`config.mk`:
```
export PLATFORM = sky130hd
export DESIGN_NAME = cache_mem_arbiter
export DESIGN_NICKNAME = d
export VERILOG_FILES = /design/src/rtl/cache_mem_arbiter.sv
export SDC_FILE = /design/constraint.sdc
export NUM_CORES = 2
export LEC_CHECK = 0
export CAP_MARGIN = 5
export CORE_AREA = 3 3 398 400
export DETAILED_ROUTE_END_ITERATION = 10
export DIE_AREA = 0 0 401 403
export DONT_BUFFER_PORTS = 1
export SYNTH_ARGS = -nofsm -noshare
export SYNTH_HDL_FRONTEND = slang
export SYNTH_SLANG_ARGS = --single-unit
```
`constraint.sdc`:
```
create_clock -name clk -period 5.05 [get_ports clk]
set_input_delay 1.01 -clock clk [delete_from_list [all_inputs] [get_ports clk]]
set_output_delay 1.01 -clock clk [all_outputs]
set_load 0.005 [all_outputs]
```
`src/rtl/cache_mem_arbiter.sv`:
```
// rtl/cache_mem_arbiter.sv - round-robin I/D cache line arbiter onto a 64-bit burst memory port
// One transaction at a time; reads gather tagged beats into a line, writebacks stream beats out.
module cache_mem_arbiter #(
  parameter int BEATS  = 4,
  parameter int ADDR_W = 32
) (
  input  logic                  clk,
  input  logic                  rst,
  input  logic [ADDR_W-1:0]     ic_addr,
  input  logic                  ic_read,
  output logic [64*BEATS-1:0]   ic_rdata,
  output logic                  ic_resp,
  input  logic [ADDR_W-1:0]     dc_addr,
  input  logic                  dc_read,
  input  logic                  dc_write,
  input  logic [64*BEATS-1:0]   dc_wdata,
  output logic [64*BEATS-1:0]   dc_rdata,
  output logic                  dc_resp,
  output logic [ADDR_W-1:0]     bmem_addr,
  output logic                  bmem_read,
  output logic                  bmem_write,
  output logic [63:0]           bmem_wdata,
  input  logic                  bmem_ready,
  input  logic [ADDR_W-1:0]     bmem_raddr,
  input  logic [63:0]           bmem_rdata,
  input  logic                  bmem_rvalid
);

  localparam int CW = (BEATS > 1) ? $clog2(BEATS) : 1;

  typedef enum logic [2:0] {IDLE, RD_ISSUE, RD_WAIT, WR_BEAT, RESP} state_t;

  state_t               state, state_nxt;
  logic [CW-1:0]        beat_cnt;
  logic                 grant_dc, last_dc;
  logic [64*BEATS-1:0]  line_buf, line_nxt;
  logic                 ic_pend, dc_pend, pick_dc;
  logic                 beat_last, beat_hit;
  logic [ADDR_W-1:0]    sel_addr;

  // On a tie, the requester that did not win last time is granted.
  assign ic_pend   = ic_read;
  assign dc_pend   = dc_read | dc_write;
  assign pick_dc   = dc_pend & (~ic_pend | ~last_dc);
  assign sel_addr  = pick_dc ? dc_addr : ic_addr;
  assign beat_last = (beat_cnt == CW'(BEATS - 1));
  assign beat_hit  = bmem_rvalid & (bmem_raddr == bmem_addr);

  always_comb begin
    state_nxt  = state;
    bmem_read  = 1'b0;
    bmem_write = 1'b0;
    ic_resp    = 1'b0;
    dc_resp    = 1'b0;
    case (state)
      IDLE: begin
        if (ic_pend || dc_pend)
          state_nxt = (pick_dc && dc_write) ? WR_BEAT : RD_ISSUE;
      end
      RD_ISSUE: begin
        bmem_read = 1'b1;
        if (bmem_ready) state_nxt = RD_WAIT;
      end
      RD_WAIT: begin
        if (beat_hit && beat_last) state_nxt = RESP;
      end
      WR_BEAT: begin
        bmem_write = 1'b1;
        if (bmem_ready && beat_last) state_nxt = RESP;
      end
      RESP: begin
        ic_resp   = ~grant_dc;
        dc_resp   = grant_dc;
        state_nxt = IDLE;
      end
      default: state_nxt = IDLE;
    endcase
  end

  // Beat slot selection shared by the read gather and the write scatter.
  always_comb begin
    bmem_wdata = '0;
    line_nxt   = line_buf;
    for (int i = 0; i < BEATS; i++) begin
      if (beat_cnt == CW'(i)) begin
        line_nxt[64*i +: 64] = bmem_rdata;
        if (state == WR_BEAT) bmem_wdata = dc_wdata[64*i +: 64];
      end
    end
  end

  always_ff @(posedge clk) begin
    if (rst) begin
      state     <= IDLE;
      beat_cnt  <= '0;
      grant_dc  <= 1'b0;
      last_dc   <= 1'b0;
      bmem_addr <= '0;
      line_buf  <= '0;
      ic_rdata  <= '0;
      dc_rdata  <= '0;
    end else begin
      state <= state_nxt;
      case (state)
        IDLE: begin
          if (ic_pend || dc_pend) begin
            grant_dc  <= pick_dc;
            last_dc   <= pick_dc;
            bmem_addr <= {sel_addr[ADDR_W-1:5], 5'b0};
            beat_cnt  <= '0;
          end
        end
        RD_WAIT: begin
          if (beat_hit) begin
            line_buf <= line_nxt;
            beat_cnt <= beat_last ? '0 : beat_cnt + CW'(1);
            // Publish the completed line so it is valid during RESP.
            if (beat_last) begin
              if (grant_dc) dc_rdata <= line_nxt;
              else          ic_rdata <= line_nxt;
            end
          end
        end
        WR_BEAT: begin
          if (bmem_ready) beat_cnt <= beat_last ? '0 : beat_cnt + CW'(1);
        end
        default: ;
      endcase
    end
  end

endmodule

```
==> results_dict.tcl <==
set metrics [dict create \
    power_mw 13.6 \
    drtIter0Drc 1955 \
    core_um2 156000 \
    cp-startpoint "beat_cnt[0]" \
    hold_class "in -> reg" \
    area_growth_syn_to_layout_pct 15.1 \
    cp-start-kind "register" \
    crit_path_end_kind "primary output" \
    vias 25300 \
    cts.clk_slew.worst_paths_ns 0.06 \
    outcome "complete, but fails checks" \
    drt-wirelength-per-cell_um 28.7 \
    muxShareOfSynthArea_pct 17.1 \
    dr.pass1.iters 5 \
    htreeDepth 3 \
    grt_pass1_vias 24400 \
    synthXorXnorAreaFrac_pct 0.579 \
    grt_first_pass_wirelength_um 204000 \
    timing.final.ws_setup_ns 0.726 \
    rsz0062_at_grt "false" \
    post-route-period-util_pct 85.6 \
    fillers 16700 \
    synth_most_common_cell "dfxtp_1" \
    ys.flop_type "dfxtp_1" \
    grt_overflow 0 \
    gp_congestion 0.928 \
    cp_max_fo 80 \
    fp-row-count 145 \
    dp_cells 5043 \
    final_hold_viol_count 0 \
    grt_use_total_pct 17.5 \
    fp.dieArea_um2 162000 \
    path_class "reg -> out" \
    fin_nets 3498 \
    cp.required_ns 4.04 \
    p_leak_nw 13.2 \
    final.setup.tns_ns 0 \
    antenna_found_initial 23 \
    clock_sinks 737 \
    die_x_um 401 \
    regToRegSetupSlack_ns 1.21 \
    cap_violations 0 \
    fmax_mhz 231 \
    clock_latency_ns 0.70 \
    p_per_area_nw_per_um2 373 \
    grt_most_used_layer "met2" \
    ys_seq_area_share_pct 46.5 \
    tightest_slew_ns 1.97 \
    worstPathArrival_ns 3.31 \
    fp.dieH_um 403 \
    cts_buffers 84 \
    ant_nets 0 \
    routed_wl_um 149000 \
    whs_ns 0.449 \
    drc 0 \
    ys_seq_elements 737 \
    synth-async-reset-ratio_pct 0 \
    synth_warnings 0 \
    violations "slew limit" \
    dp_hpwl_um 109000 \
    drive_above_1_share_pct 6.70 \
    synth_compound_area_share_pct 18.8 \
    synth_edf_count 0 \
    initial_core_util_pct 20.4 \
    cts_root_buffer "clkbuf_16" \
    avgSynthCellArea_um2 9.74 \
    stdcell_area_um2 36500 \
    grt_util_met1_pct 19.5 \
    clock_skew_ns 0.0425 \
    fin_util_pct 23.5 \
    drv_slew 412 \
    setup-violations-final 0 \
    synthesis.area_um2 31800 \
    viasPerCell 4.85 \
    synthAdderAreaFrac_pct 0.158 \
    cts_tree "yes" \
    postCtsSetupBuffers 0 \
    yosysTopAreaCell "dfxtp_1" \
    hp-start "rst" \
    grt_max_degree 806 \
    yosysTopAreaCellShare_pct 46.5 \
    postPlaceCellArea_um2 33700 \
    netlist_top_cells_count "737 x dfxtp_1, 541 x mux2i_1, 449 x a21oi_1" \
    grt.met3_usage_pct 7.97 \
    period_minus_slack_ns 4.32 \
    synth-simple-area-share_pct 12.4 \
    synth_top_family_by_area "compound AO/OA/AOI/OAI gates" \
    grt.met2_usage_pct 28.6 \
    num_io_pins 1035 \
    slew_headroom_pct -31.2 \
    netlist_top_cells_area "dfxtp_1 46%, mux2i_1 17%, a211oi_1 9.7%" \
    io_buffers 0 \
    peakVddDrop_mv 0.285 \
    syn_inst 3261 \
    postCtsHoldBufs 0 \
    dp_slack_ns 1.17 \
    cts_resized 0 \
    ys_types 41 \
    cts_buffer_depth 3 \
    stdcell_count 5209 \
    reg2reg_from "beat_cnt[0]" \
]
[state kept, by name (all words and copies together), names as in the netlist]
| signal | count |
|---|---|
| state | 3 |
| beat_cnt | 2 |
| last_dc | 1 |
| dc_rdata | 256 |
| bmem_addr | 27 |
| ic_rdata | 256 |
| line_buf | 192 |
[worst paths after layout]
check / end / cells past startpoint
min reg2reg: line_buf[140] / 2
max reg2reg: dc_rdata[47] / 7
max: bmem_wdata[43] / 7
min: ic_rdata[182] / 1
[kinds of logic after synthesis]
kind of cell,Yosys count
compound gates,934
other cells,1
mux,541
fa+ha+maj,4
simple gates,678
xor+xnor,21
flops,737
buf+inv,345
[placed cells by master (no fill, tap or decap), types with 5 or more instances in the layout]
| cell type | instances |
|---|---|
| nor3_1 | 67 |
| nor4_1 | 12 |
| dfxtp_1 | 736 |
| buf_4 | 49 |
| mux2i_1 | 541 |
| clkbuf_16 | 85 |
| nand4_1 | 5 |
| xnor2_1 | 6 |
| clkbuf_1 | 21 |
| a21oi_1 | 449 |
| diode_2 | 16 |
| buf_12 | 12 |
| nand2_1 | 6 |
| nor2b_1 | 77 |
| xor2_1 | 15 |
| a211oi_1 | 412 |
| a221oi_1 | 63 |
| nand2b_1 | 386 |
| clkinv_2 | 14 |
| conb_1 | 5 |
| bufinv_16 | 9 |
| nor2_1 | 96 |
| clkbuf_8 | 11 |
[routing by layer]
layer	routed length (um)	up-vias
met5	69	-
met4	5930	10
met3	16500	238
met2	70300	1137
met1	56600	12400
li1	-	11500
[area by class of cell]
class	count	area, um^2	share of cell area, %
Clock inverter	33	482	1.32
Sequential cell	737	14800	40.4
Timing Repair Buffer	61	608	1.66
Multi-Input combinational cell	2183	15700	43.0
Tap cell	2058	2570	7.05
Inverter	4	22.5	0.0616
Clock buffer	117	2360	6.45
Antenna cell	16	40.0	0.110
[worst max-delay path, stage by stage, from the launching register on]
cell	delay (ns)
dfxtp_1	0.40
inv_1	0.22
ha_4	0.65
buf_12	0.34
nor2b_1	0.19
nor3_1	0.07
a21oi_1	0.54
nor2_1	0.14
[power breakdown]
group	total, mW	switching [mW]	internal, mW
Clock	6.40	2.65	3.75
Combinational	1.32	0.892	0.425
Sequential	5.92	0.0715	5.85
No activity file was read; power rests on OpenSTA's default activity.
